## config.mk

```make
export PLATFORM = sky130hd
export DESIGN_NAME = seg_display_mux
export DESIGN_NICKNAME = d
export VERILOG_FILES = /design/src/rtl/seg_display_mux.sv
export SDC_FILE = /design/constraint.sdc
export NUM_CORES = 1
export LEC_CHECK = 0
export BUFFER_PORTS_ARGS = -buffer_cell sky130_fd_sc_hd__buf_2
export CORE_UTILIZATION = 53
export CTS_CLUSTER_DIAMETER = 80
export DETAILED_ROUTE_END_ITERATION = 7
export GPL_ROUTABILITY_DRIVEN = 0
export PLACE_DENSITY = 0.76
export SLEW_MARGIN = 10
export SYNTH_ARGS = -nofsm -noshare
export SYNTH_HDL_FRONTEND = slang
export SYNTH_SLANG_ARGS = --single-unit
```

## constraint.sdc

```tcl
create_clock -name clk -period 4.4 [get_ports clk]
set_clock_uncertainty 0.05 [all_clocks]
set_input_delay 0.88 -clock clk [delete_from_list [all_inputs] [get_ports clk]]
set_output_delay 0.88 -clock clk [all_outputs]
set_load 0.05 [all_outputs]
```

## src/rtl/seg_display_mux.sv

```systemverilog
// seg_display_mux: six-digit multiplexed 7-segment driver with tear-free frame snapshot and alarm blink
`timescale 1ns/1ps
module seg_display_mux #(
  parameter int SCAN_DIV = 1000,
  parameter int BLINK_FRAMES = 100
) (
  input  logic       clk,
  input  logic       rst,
  input  logic [5:0] sec,
  input  logic [5:0] min,
  input  logic [4:0] hr,
  input  logic [1:0] mode_sel,
  input  logic       alarm_flag,
  input  logic       timer_done,
  output logic [5:0] an,
  output logic [6:0] seg,
  output logic       dp,
  output logic       frame_tick
);
  localparam int PW = $clog2(SCAN_DIV);
  localparam int FW = $clog2(BLINK_FRAMES) + 1;
  localparam logic [PW-1:0] P_LAST = PW'(SCAN_DIV - 1);
  localparam logic [FW-1:0] F_LAST = FW'(BLINK_FRAMES - 1);
  logic [PW-1:0] r_presc;
  logic [2:0]    r_idx;
  logic [5:0]    r_sec, r_min;
  logic [4:0]    r_hr;
  logic [1:0]    r_mode;
  logic [FW-1:0] r_fcnt;
  logic          r_blink;
  logic          w_tick, w_fend, w_active, w_nblink, w_bad, w_dp;
  logic [2:0]    w_nidx;
  logic [5:0]    w_sec, w_min, w_val, w_an;
  logic [4:0]    w_hr;
  logic [1:0]    w_mode;
  logic [3:0]    w_digit;
  logic [6:0]    w_glyph;
  function automatic logic [6:0] glyph(input logic [3:0] d);
    case (d)
      4'd0: return 7'b1000000;
      4'd1: return 7'b1111001;
      4'd2: return 7'b0100100;
      4'd3: return 7'b0110000;
      4'd4: return 7'b0011001;
      4'd5: return 7'b0010010;
      4'd6: return 7'b0000010;
      4'd7: return 7'b1111000;
      4'd8: return 7'b0000000;
      4'd9: return 7'b0010000;
      default: return 7'b0111111;
    endcase
  endfunction
  // Outputs are computed from the next index and next snapshot so the registered digit lines up with its slot
  always_comb begin
    w_tick   = r_presc == P_LAST;
    w_fend   = w_tick && r_idx == 3'd5;
    w_nidx   = w_tick ? (r_idx == 3'd5 ? 3'd0 : r_idx + 3'd1) : r_idx;
    w_sec    = w_fend ? sec : r_sec;
    w_min    = w_fend ? min : r_min;
    w_hr     = w_fend ? hr : r_hr;
    w_mode   = w_fend ? mode_sel : r_mode;
    w_active = alarm_flag | timer_done;
    w_nblink = w_active && (w_fend && r_fcnt == F_LAST ? ~r_blink : r_blink);
    w_val    = w_nidx[2] ? {1'b0, w_hr} : w_nidx[1] ? w_min : w_sec;
    w_bad    = w_mode == 2'b11 || (w_nidx[2] ? w_hr > 5'd23 : w_val > 6'd59);
    w_digit  = w_nidx[0] ? 4'(w_val / 6'd10) : 4'(w_val % 6'd10);
    w_glyph  = w_bad ? 7'b0111111 : glyph(w_digit);
    w_dp     = ~(w_mode != 2'b11 && (w_nidx == 3'd2 || (w_nidx == 3'd4 && !w_mode[1])));
    w_an     = w_nblink ? 6'h3f : ~(6'd1 << w_nidx);
  end
  always_ff @(posedge clk or posedge rst) begin
    if (rst) begin
      r_presc    <= '0;
      r_idx      <= '0;
      r_sec      <= '0;
      r_min      <= '0;
      r_hr       <= '0;
      r_mode     <= '0;
      r_fcnt     <= '0;
      r_blink    <= 1'b0;
      an         <= 6'h3f;
      seg        <= 7'h7f;
      dp         <= 1'b1;
      frame_tick <= 1'b0;
    end else begin
      r_presc    <= w_tick ? '0 : r_presc + 1'b1;
      r_idx      <= w_nidx;
      r_sec      <= w_sec;
      r_min      <= w_min;
      r_hr       <= w_hr;
      r_mode     <= w_mode;
      r_fcnt     <= !w_active ? '0 : w_fend ? (r_fcnt == F_LAST ? '0 : r_fcnt + 1'b1) : r_fcnt;
      r_blink    <= w_nblink;
      an         <= w_an;
      seg        <= w_glyph;
      dp         <= w_dp;
      frame_tick <= w_fend;
    end
  end
endmodule

```

==> metrics.cfg <==
[sta]
timing.hold.ws_ns = 0.428
fin_crit_ns = 4.32
fmax_mhz = 231
tns_ns = 0
worst_pin_slew_ns = 0.686
post-route-period-util_pct = 98.3
maxSlewViolCount = 0
slew_headroom_pct = 54.2
setup_viol = 0
hold_viol = 0

[worst_setup_path]
worst_ep_required_time_ns = 4.57
reg2reg_depth = 17
cpLargestDelayFamily = compound AO/OA/AOI/OAI gates
end_kind = flip-flop
reg2reg_to = seg[6]
critPathMaxFanout = 8
cp_num_buf_inv = 1
worstSetupPathType = flip-flop to flip-flop
critPathMaxStageDelay_ns = 0.43
start_kind = flip-flop
critPathSlowestCell = dfrtp_1
crit_arrival_ns = 4.50
r2r_slack_ns = 0.08
cp_cell_sequence = ha_4 -> and4b_2 -> nand4_1 -> buf_4 -> mux2i_1 -> a31oi_2 -> a211oi_4 -> o31ai_2 -> ha_2 -> nand4_4 -> a2111oi_4 -> a211oi_2 -> ha_1 -> o31a_1 -> o311ai_4 -> nor3b_1 -> a2111oi_2
rr_startpoint = r_presc[0]

[final_layout]
nets = 456
fillCellCount = 506
area_growth_pct = 18.3
post-route-util_pct = 64.9
drive_gt1_share_pct = 34.8
antenna_cells = 0

[run_status]
status = complete, no violations

[place]
io_buffers = 37
hpwlAfterDp_um = 5650

[detailed_routing]
firstDrtPassIters = 5
vias_per_cell = 5.93
vias = 2964
drtAntennaViolNets = 0
drc = 0
drt-initial-drc-count = 242
post_drt_wl_per_cell_um = 16.2
routed_wl_um = 8080

[pwr]
p_leak_nw = 1.80
p_per_area_mw_per_mm2 = 204
power_mw = 0.834
ir_drop_v = 0.000138

[grt]
grt_pass1_wl_um = 12900
grt_use_total_pct = 23.1
grt_max_degree = 57
antenna_found_initial = 0
overflow = 0
grt_pass1_vias = 2743

[worst_hold_path]
min_from = r_min[0]
hold_class = flip-flop to flip-flop
hold_path_end = r_min[0]
hold_depth = 2

[logic_synthesis]
yosysTopAreaCellShare_pct = 30.4
ys_top_cells_by_area = dfrtp_1 (30%), dfstp_2 (11%), nand2_1 (6.8%), ha_1 (4.0%), nor2_1 (3.1%)
yosys_most_used_dff = dfrtp_1
ys.warnings.count = 0
synthesis.area_mm2 = 0.00346
synth_area_per_cell_um2 = 9.72
ys_seq_elements = 56
synth-async-reset-ratio_pct = 100
synth.yosys.seq_area_share_pct = 41.0
synth_edf_count = 0
synth_cell_types = 77
synth_common_cells = nand2_1 (63), dfrtp_1 (42), nor2_1 (29), inv_1 (19)
synth_top_area_cell = dfrtp_1
netlist_instances = 356
synth_most_common_cell = nand2_1
synth.net_count = 390

[clock_network]
clkLatencyLatePin_ns = 0.32
cts_root_buf = clkbuf_8
clk_pin_slew_ns = 0.10
clockBufferDepth = 2
cts_sinks = 56
cts_buffers = 5
cts.htree.levels = 2
ctsHoldBuffers = 0
cts_tree = yes

[floorplan]
design.die.area_mm2 = 0.00686
num_rows = 29
core_area_mm2 = 0.00631
io_pins = 38
die_w_um = 82.8
initial_core_util_pct = 54.8
fp.dieH_um = 82.8

[run]
maxCapViolCount = 0

==> report_power, final <==
group	internal (mW)	switching, mW
Clock	0.114	0.178
Sequential	0.516	0.000233
Combinational	0.00851	0.0170
==> registers in the layout (all words and copies together) (netlist names) <==
register / count
r_sec: 6
r_min: 6
r_presc: 10
r_hr: 5
r_mode: 2
seg: 7
r_idx: 3
r_fcnt: 8
dp: 1
frame_tick: 1
an: 6
r_blink: 1
==> cells by family (layout without fill, tap and decap cells) <==
family	count (synthesis)	in the layout	share of synthesized area (%)
muxes	13	13	4.45
DFF	56	56	41.0
buffers and inverters	31	98	4.09
adders and majority gates	11	11	3.98
xor gates and xnor gates	10	10	2.53
and+or+nand+nor	161	161	24.8
AOI/OAI and AO/OA	74	74	19.2
==> layer usage <==
layer	wire [um]	GRT usage, %
met1	3510	31.4
met2	3980	37.9
met3	438	4.37
met4	146	6.11
met5	0	0
==> layout make-up <==
class	instances	area, um^2	area share, %
Multi-Input combinational cell	269	1980	48.4
Sequential cell	56	1420	34.7
Timing Repair Buffer	69	425	10.4
Tap cell	77	96.3	2.35
Inverter	21	81.3	1.99
Clock buffer	6	72.6	1.77
Clock inverter	2	16.3	0.397
==> worst register-to-register path: cells and delay by family, from the launching register on <==
| kind | cells | cell delay (ns) |
|---|---|---|
| compound gates | 8 | 1.86 |
| fa+ha+maj | 3 | 0.77 |
| simple gates | 4 | 0.75 |
| flops | 1 | 0.43 |
| buf+inv | 1 | 0.23 |
| mux | 1 | 0.13 |
==> how the worst max path moves through the flow <==
stage | startpoint | endpoint | depth (start not counted)
6_report | r_presc[0] | seg[6] | 17
2_1_floorplan | r_presc[0] | seg[4] | 16
5_1_grt | r_presc[0] | seg[4] | 20
3_5_place_dp | r_presc[0] | seg[6] | 16
3_3_place_gp | r_presc[0] | seg[4] | 15
4_1_cts | r_presc[0] | seg[6] | 16
==> repair_timing <==
item,CTS,global route
buffers inserted,0,15
setup endpoints to repair,0,7
gates resized for setup,0,20
==> placed cells by master (no fill, tap or decap), types with 3 or more instances in the layout <==
master    Yosys  layout
o21ai_0      13      13
a21oi_1      12      11
or4_4         3       3
and2_1        3       3
nor2_1       29      28
buf_2         3      37
dfrtp_2       0       3
o31ai_4       3       3
nor3_2        3       3
nand4_1       6       6
dfstp_2      14      14
nand3_1      14      14
buf_4         1      32
xnor2_1       4       4
a32oi_1       3       3
nor2b_1       4       4
xor2_1        6       6
dfrtp_1      42      39
and3_1        7       6
inv_1        19      17
clkbuf_8      0       5
ha_1         11       9
mux2i_1       9       9
nor3_1        8       8
inv_2         1       3
nand2_1      63      63
==> per-stage QoR <==
stage | instances | area (um^2) | setup slack (ns)
after floorplan | 356 | 3460 | 0.0987
after global placement | 477 | 3810 | 0.183
after detailed placement | 477 | 3810 | 0.0384
after CTS | 485 | 3900 | 0.0235
after global routing | 500 | 4100 | -0.0671
final | 500 | 4100 | 0.0759
No activity file was read; power rests on OpenSTA's default activity.
